File: src/rtl/cluster_stats.sv
// cluster_stats
//   Downstream consumer of the point-clustering core. Captures one point frame
//   into a local RAM, folds the core's (point index, cluster id) results into a
//   per-cluster table (count + bounding box), then streams one record per
//   non-empty cluster over a valid/ready handshake. The table is then cleared.
//
// Optional feature: define CLUSTER_SUM_EN to add per-cluster coordinate sums
//   (cl_sum_x / cl_sum_y, 16 bit, wrapping).
//
// Ports
//   clk, rst (async, active low)
//   point_x/point_y/valid_p/sop_p/eop_p : captured point stream
//   point_indx/n_cluster/point_indx_vld : clustering results
//   cl_id/cl_cnt/cl_xmin/cl_xmax/cl_ymin/cl_ymax/cl_vld/cl_sop/cl_eop : record
//   cl_ready : downstream accept
//   busy     : high whenever not capturing
//   err_ovf  : sticky error flag, cleared by the next accepted sop_p
module cluster_stats #(
   parameter int N_MAX = 32,
   parameter int C_MAX = 16
) (
   input  logic       clk,
   input  logic       rst,
   input  logic [7:0] point_x,
   input  logic [7:0] point_y,
   input  logic       valid_p,
   input  logic       sop_p,
   input  logic       eop_p,
   input  logic [7:0] point_indx,
   input  logic       point_indx_vld,
   input  logic [7:0] n_cluster,
   output logic [7:0] cl_id,
   output logic [7:0] cl_cnt,
   output logic [7:0] cl_xmin,
   output logic [7:0] cl_xmax,
   output logic [7:0] cl_ymin,
   output logic [7:0] cl_ymax,
   output logic       cl_vld,
   output logic       cl_sop,
   output logic       cl_eop,
`ifdef CLUSTER_SUM_EN
   output logic [15:0] cl_sum_x,
   output logic [15:0] cl_sum_y,
`endif
   input  logic       cl_ready,
   output logic       busy,
   output logic       err_ovf
);

   localparam int AW = (N_MAX > 1) ? $clog2(N_MAX) : 1;
   localparam int CW = (C_MAX > 1) ? $clog2(C_MAX) : 1;

   typedef enum logic [1:0] {S_CAPTURE, S_ACCUM, S_EMIT, S_CLEAR} state_t;
   state_t state_reg, state_next;

   // capture bookkeeping
   logic [8:0]    wr_addr_reg;
   logic          in_frame_reg;
   logic [7:0]    n_pts_reg;
   logic [7:0]    res_cnt_reg;
   // accumulate pipeline stage 1 -> stage 2
   logic          s1_vld_reg, s1_ok_reg;
   logic [CW-1:0] s1_cl_reg;
   logic [7:0]    rd_x_reg, rd_y_reg;
   // emit scan
   logic [CW:0]   scan_reg;
   logic          first_reg;
   logic [CW-1:0] clr_ptr_reg;

   logic [7:0] x_mem [N_MAX];
   logic [7:0] y_mem [N_MAX];

   logic [7:0] tbl_cnt  [C_MAX];
   logic [7:0] tbl_xmin [C_MAX];
   logic [7:0] tbl_xmax [C_MAX];
   logic [7:0] tbl_ymin [C_MAX];
   logic [7:0] tbl_ymax [C_MAX];
`ifdef CLUSTER_SUM_EN
   logic [15:0] tbl_sx [C_MAX];
   logic [15:0] tbl_sy [C_MAX];
`endif

   logic          cap, wr_en, frame_end, accept, emit_free, found, more;
   logic [AW-1:0] wr_idx;
   logic [CW-1:0] fidx;
   logic [C_MAX-1:0] nz;

   assign cap       = (state_reg == S_CAPTURE);
   assign frame_end = cap && valid_p && eop_p && (sop_p || in_frame_reg);
   // results beyond n_pts are not taken, so a stray result in the drain
   // cycle cannot disturb the count
   assign accept    = (state_reg == S_ACCUM) && point_indx_vld && (res_cnt_reg < n_pts_reg);
   assign emit_free = (state_reg == S_EMIT) && (!cl_vld || cl_ready);
   assign busy      = !cap;

   always_comb begin
      wr_en  = 1'b0;
      wr_idx = '0;
      if (cap && valid_p) begin
         if (sop_p) begin
            wr_en = 1'b1;
         end else if (in_frame_reg && (wr_addr_reg < 9'(N_MAX))) begin
            wr_en  = 1'b1;
            wr_idx = wr_addr_reg[AW-1:0];
         end
      end
   end

   // Point RAM: plain write port plus registered read (stage 1 of ACCUM).
   always_ff @(posedge clk) begin
      if (wr_en) begin
         x_mem[wr_idx] <= point_x;
         y_mem[wr_idx] <= point_y;
      end
      if (accept) begin
         rd_x_reg <= x_mem[point_indx[AW-1:0]];
         rd_y_reg <= y_mem[point_indx[AW-1:0]];
      end
   end

   generate
      for (genvar gi = 0; gi < C_MAX; gi++) begin : g_nz
         assign nz[gi] = (tbl_cnt[gi] != 8'd0);
      end
   endgenerate

   // Lowest non-empty id at or above the scan pointer, and whether any
   // non-empty id follows it (drives cl_eop).
   always_comb begin
      found = 1'b0;
      fidx  = '0;
      more  = 1'b0;
      for (int i = C_MAX - 1; i >= 0; i--) begin
         if (nz[i] && (i >= int'(scan_reg))) begin
            found = 1'b1;
            fidx  = CW'(i);
         end
      end
      for (int i = 0; i < C_MAX; i++) begin
         if (nz[i] && (i > int'(fidx))) more = 1'b1;
      end
   end

   always_ff @(posedge clk or negedge rst) begin
      if (!rst) state_reg <= S_CAPTURE;
      else      state_reg <= state_next;
   end

   always_comb begin
      state_next = state_reg;
      case (state_reg)
         S_CAPTURE: if (frame_end) state_next = S_ACCUM;
         // res_cnt reaches n_pts one cycle after the last result, which is the
         // cycle its table update lands, so EMIT always sees a complete table.
         S_ACCUM:   if (res_cnt_reg == n_pts_reg) state_next = S_EMIT;
         S_EMIT:    if (emit_free && !found) state_next = S_CLEAR;
         S_CLEAR:   if (clr_ptr_reg == CW'(C_MAX - 1)) state_next = S_CAPTURE;
         default:   state_next = S_CAPTURE;
      endcase
   end

   always_ff @(posedge clk or negedge rst) begin
      if (!rst) begin
         wr_addr_reg  <= '0;
         in_frame_reg <= 1'b0;
         n_pts_reg    <= '0;
         res_cnt_reg  <= '0;
         err_ovf      <= 1'b0;
         s1_vld_reg   <= 1'b0;
         s1_ok_reg    <= 1'b0;
         s1_cl_reg    <= '0;
         scan_reg     <= '0;
         first_reg    <= 1'b1;
         clr_ptr_reg  <= '0;
         cl_id <= '0; cl_cnt <= '0; cl_xmin <= '0; cl_xmax <= '0;
         cl_ymin <= '0; cl_ymax <= '0;
         cl_vld <= 1'b0; cl_sop <= 1'b0; cl_eop <= 1'b0;
`ifdef CLUSTER_SUM_EN
         cl_sum_x <= '0; cl_sum_y <= '0;
`endif
         for (int i = 0; i < C_MAX; i++) begin
            tbl_cnt[i] <= '0; tbl_xmin[i] <= '0; tbl_xmax[i] <= '0;
            tbl_ymin[i] <= '0; tbl_ymax[i] <= '0;
`ifdef CLUSTER_SUM_EN
            tbl_sx[i] <= '0; tbl_sy[i] <= '0;
`endif
         end
      end else begin
         // ---------------- capture ----------------
         if (cap && valid_p) begin
            if (sop_p) begin
               wr_addr_reg  <= 9'd1;
               in_frame_reg <= !eop_p;
               err_ovf      <= 1'b0;
            end else if (in_frame_reg) begin
               if (wr_addr_reg < 9'(N_MAX)) wr_addr_reg <= wr_addr_reg + 9'd1;
               else                         err_ovf     <= 1'b1;
               if (eop_p) in_frame_reg <= 1'b0;
            end
         end
         if (frame_end) begin
            if (sop_p)                           n_pts_reg <= 8'd1;
            else if (wr_addr_reg >= 9'(N_MAX))   n_pts_reg <= 8'(N_MAX);
            else                                 n_pts_reg <= 8'(wr_addr_reg) + 8'd1;
            res_cnt_reg <= '0;
            scan_reg    <= '0;
            first_reg   <= 1'b1;
            clr_ptr_reg <= '0;
         end

         // ---------------- accumulate, stage 1 ----------------
         s1_vld_reg <= accept;
         if (accept) begin
            res_cnt_reg <= res_cnt_reg + 8'd1;
            s1_cl_reg   <= n_cluster[CW-1:0];
            s1_ok_reg   <= (point_indx < n_pts_reg) && ({1'b0, n_cluster} < 9'(C_MAX));
            if (!((point_indx < n_pts_reg) && ({1'b0, n_cluster} < 9'(C_MAX))))
               err_ovf <= 1'b1;
         end

         // ---------------- accumulate, stage 2 ----------------
         // The entry is read and written in the same cycle, so a following
         // result to the same id sees this update without a bypass path.
         if (s1_vld_reg && s1_ok_reg) begin
            if (tbl_cnt[s1_cl_reg] == 8'd0) begin
               tbl_xmin[s1_cl_reg] <= rd_x_reg; tbl_xmax[s1_cl_reg] <= rd_x_reg;
               tbl_ymin[s1_cl_reg] <= rd_y_reg; tbl_ymax[s1_cl_reg] <= rd_y_reg;
            end else begin
               if (rd_x_reg < tbl_xmin[s1_cl_reg]) tbl_xmin[s1_cl_reg] <= rd_x_reg;
               if (rd_x_reg > tbl_xmax[s1_cl_reg]) tbl_xmax[s1_cl_reg] <= rd_x_reg;
               if (rd_y_reg < tbl_ymin[s1_cl_reg]) tbl_ymin[s1_cl_reg] <= rd_y_reg;
               if (rd_y_reg > tbl_ymax[s1_cl_reg]) tbl_ymax[s1_cl_reg] <= rd_y_reg;
            end
            if (tbl_cnt[s1_cl_reg] != 8'd255)
               tbl_cnt[s1_cl_reg] <= tbl_cnt[s1_cl_reg] + 8'd1;
`ifdef CLUSTER_SUM_EN
            tbl_sx[s1_cl_reg] <= tbl_sx[s1_cl_reg] + {8'd0, rd_x_reg};
            tbl_sy[s1_cl_reg] <= tbl_sy[s1_cl_reg] + {8'd0, rd_y_reg};
`endif
         end

         // ---------------- emit ----------------
         if (emit_free) begin
            if (found) begin
               cl_vld    <= 1'b1;
               cl_sop    <= first_reg;
               cl_eop    <= !more;
               cl_id     <= 8'(fidx);
               cl_cnt    <= tbl_cnt[fidx];
               cl_xmin   <= tbl_xmin[fidx]; cl_xmax <= tbl_xmax[fidx];
               cl_ymin   <= tbl_ymin[fidx]; cl_ymax <= tbl_ymax[fidx];
`ifdef CLUSTER_SUM_EN
               cl_sum_x  <= tbl_sx[fidx];
               cl_sum_y  <= tbl_sy[fidx];
`endif
               first_reg <= 1'b0;
               scan_reg  <= (CW+1)'(fidx) + (CW+1)'(1);
            end else begin
               cl_vld <= 1'b0;
               cl_sop <= 1'b0;
               cl_eop <= 1'b0;
            end
         end

         // ---------------- clear ----------------
         if (state_reg == S_CLEAR) begin
            tbl_cnt[clr_ptr_reg] <= '0;
`ifdef CLUSTER_SUM_EN
            tbl_sx[clr_ptr_reg]  <= '0;
            tbl_sy[clr_ptr_reg]  <= '0;
`endif
            clr_ptr_reg <= clr_ptr_reg + CW'(1);
         end
      end
   end

endmodule
File: config.mk
export PLATFORM = sky130hd
export DESIGN_NAME = cluster_stats
export DESIGN_NICKNAME = d
export VERILOG_FILES = /design/src/rtl/cluster_stats.sv
export SDC_FILE = /design/constraint.sdc
export NUM_CORES = 2
export LEC_CHECK = 0
export BUFFER_PORTS_ARGS = -buffer_cell sky130_fd_sc_hd__buf_2
export CORE_ASPECT_RATIO = 0.75
export CORE_MARGIN = 2
export CORE_UTILIZATION = 50
export DETAILED_ROUTE_END_ITERATION = 12
export PLACE_DENSITY = 0.69
export SETUP_SLACK_MARGIN = 0.15
export SLEW_MARGIN = 20
export SYNTH_ARGS = -nofsm -noshare
export SYNTH_HDL_FRONTEND = slang
export SYNTH_SLANG_ARGS = --single-unit
File: constraint.sdc
create_clock -name clk -period 12.3 [get_ports clk]
set_input_delay 3.075 -clock clk [delete_from_list [all_inputs] [get_ports clk]]
set_output_delay 3.075 -clock clk [all_outputs]
set_load 0.01 [all_outputs]
==> impl_metrics.py <==
metrics = {
    "drt": {
        "met3_length_mm": 16.8,
        "drt-met1-wl_mm": 75.7,
        "wl_per_cell_um": 28.6,
        "ant_nets": 0,
        "drt-total-wl_mm": 171,
        "highest_layer": "met4",
        "drt-initial-drc-count": 4966,
        "vias": 38800,
        "first_pass_iters": 6,
        "viasPerCell": 6.51,
        "drc": 0,
        "met2_length_mm": 73.9,
    },
    "sta": {
        "rsz0062_at_grt": "false",
        "max_freq_ghz": 0.166,
        "final.setup_skew_ns": 0.0302,
        "tightest_slew_ns": 1.20,
        "final_max_slew_viol_count": 0,
        "post-route-period-util_pct": 49.1,
        "hold_viol_final": 0,
        "setup_tns_ns": 0,
        "finalSetupViolations": 0,
        "relSlewSlack_pct": 19.1,
        "layout_min_cycle_time_ns": 6.04,
    },
    "synth": {
        "ys_ff_latch": 1260,
        "syn_area_um2": 60300,
        "synth_compound_area_share_pct": 5.16,
        "synthXorXnorAreaFrac_pct": 0.174,
        "postSynth.asyncResetShare_pct": 58.1,
        "syn_area_per_cell_um2": 14.3,
        "synthFlopType": "dfrtp_1",
        "synthMuxAreaShare_pct": 27.4,
        "yosys.area_share.adder_pct": 1.29,
        "synthSimpleGateAreaFrac_pct": 7.07,
        "synthCells": 4210,
        "synth_cell_type_count": 66,
        "ys_seq_area_share_pct": 56.7,
        "synth_edf_count": 528,
        "synth_top_family_by_area": "multiplexers",
        "yosys_warnings": 0,
    },
    "die": {
        "dieArea_um2": 123000,
        "design.core.area_um2": 120000,
        "io_pins": 92,
        "rows": 110,
        "initial_utilization_pct": 50.3,
        "die_h_um": 305,
        "dieWidth_um": 405,
    },
    "placed_design": {
        "port_buffers": 87,
        "dpl.hpwl_mm": 104,
        "place_congestion": 0.919,
        "dp.cells": 5722,
    },
    "cells_and_area": {
        "area.sequential_um2": 34200,
        "n_antenna_cell": 0,
        "drive_gt1_share_pct": 30.8,
        "final_common_cell": "dfrtp_1",
        "largestRegisters": "x_mem x256, y_mem x256",
        "multi_input_area_um2": 25000,
        "area_growth_pct": 11.2,
        "final_cell_mix": "dfrtp_1 (727), edfxtp_1 (528), mux2_2 (485), mux4_2 (360), nand2_1 (324)",
        "nFillCells": 9466,
        "instances_no_fill": 5958,
        "fin_nets": 4333,
    },
    "pwr": {
        "peakVddDrop_uv": 1480,
        "leakage_nw": 26.5,
        "powerDensity_nw_per_um2": 222,
    },
    "outcome": {
        "outcome": "finished, final reports clean",
    },
    "clocking": {
        "cts_tree": "built",
        "cts-root-buf": "clkbuf_16",
        "cts-htree-levels": 4,
        "cts_buffers": 131,
        "cts_num_sinks": 1260,
        "cts_hold_buf": 0,
        "clk_path_buf_depth": 3,
        "clock_latency_ns": 0.76,
        "cts_resized": 0,
        "clkTransAtPathRegs_ns": 0.06,
        "cts_setup_buffers": 0,
    },
    "global_route": {
        "grt_max_degree": 158,
        "overflow": 0,
        "grt_pass1_vias": 38100,
        "grt_pass1_wl_mm": 255,
        "gr-usage-all-layers_pct": 27.7,
        "antenna_found_initial": 4,
    },
    "run": {
        "cap_violations": 0,
    },
    "setup_path": {
        "worstPathRequired_ns": 12.94,
        "worstSetupStartpointType": "flop",
        "worstSetupEndpointType": "flop",
        "critPathKind": "flop to flop",
        "crit_fanout": 99,
        "arrival_ns": 6.68,
    },
    "hold_path": {
        "hp-class": "flop to flop",
    },
}
==> where the power goes <==
| part | total (mW) | internal, mW | switching [mW] |
|---|---|---|---|
| sequential | 4.98 | 4.63 | 0.342 |
| combinational | 5.79 | 1.76 | 4.03 |
| clock | 4.09 | 2.39 | 1.70 |
| total | 14.9 | 8.78 | 6.08 |
==> cells by family after synthesis <==
logic type	Yosys count
xor gates and xnor gates	12
adders and majority gates	62
other	1
muxes	1129
and+or+nand+nor	947
buffers and inverters	344
AOI/OAI and AO/OA	455
DFF	1260
==> synth_stat cells, types with 40 or more instances <==
cell | instances | share of area (%)
nand3_1 | 181 | 1.5
a21oi_1 | 83 | 0.69
mux4_2 | 360 | 13
o21ai_0 | 78 | 0.65
nand2_1 | 326 | 2.0
a211oi_1 | 88 | 1.1
buf_1 | 50 | 0.31
mux2_1 | 69 | 1.3
dfrtp_1 | 731 | 30
nor2_1 | 254 | 1.6
clkbuf_1 | 198 | 1.2
mux2_2 | 485 | 9.1
edfxtp_1 | 528 | 26
mux2i_1 | 215 | 3.6
inv_1 | 54 | 0.34
o2bb2ai_1 | 40 | 0.58
ha_1 | 62 | 1.3
a22oi_1 | 43 | 0.54
==> final timing paths <==
kind / start / to / slack, ns / cells after the start
hold reg to reg: cl_sop / cl_sop / 0.49 / 2
setup / recovery: s1_cl_reg[0] / tbl_xmax[8] / 6.26 / 16
hold / removal: cl_sop / cl_sop / 0.49 / 2
setup reg to reg: s1_cl_reg[0] / tbl_xmax[8] / 6.26 / 16
min in group asynchronous: rst / n_pts_reg[0] / 2.31 / 1
max in group asynchronous: rst / tbl_ymin[119] / 7.68 / 3
==> layer usage <==
| metal | vias to the layer above | global-route usage (%) |
|---|---|---|
| met5 | - | 0 |
| met4 | 0 | 7.64 |
| met3 | 292 | 6.13 |
| met2 | 1927 | 39.2 |
| met1 | 20400 | 43.2 |
| li1 | 16200 | - |
==> worst max-delay path, cell delays in order (launching register included) <==
cell and delay, ns:
dfrtp_4 0.90, buf_12 0.64, buf_4 0.75, mux4_2 0.59, mux4_2 0.47, inv_1 0.09, ha_1 0.24, nor2b_1 0.13
o21a_1 0.16, o21a_1 0.16, o21a_1 0.16, o21bai_1 0.12, a22oi_1 0.13, o21ai_2 0.29, buf_4 0.34, nor2_2 0.18
mux2_2 0.34
==> metrics by stage <==
step / setup WS [ns] / instance area [um2] / hold slack [ns] / utilization [%] / power, mW
final: 6.26 / 67000 / 0.485 / 55.9 / 14.9
after global routing: 5.90 / 67000 / 0.522 / 55.9 / 15.3
after CTS: 6.22 / 67000 / 0.494 / 55.9 / 14.8
after detailed placement: 5.83 / 62600 / 0.473 / 52.2 / 10.7
after global placement: 5.92 / 62600 / 0.463 / 52.2 / 10.6
after floorplan: 6.66 / 60300 / 0.465 / - / 8.71
==> cell type report <==
type | instances | share of cell area (%)
repair buffers | 174 | 1.81
well taps | 1624 | 3.03
flip-flops and latches | 1260 | 51.0
multi-input cells | 2609 | 37.3
clock buffers | 173 | 5.48
inverters | 56 | 0.325
clock inverters | 62 | 1.09
Note: power is estimated with default switching activity, not from simulation.
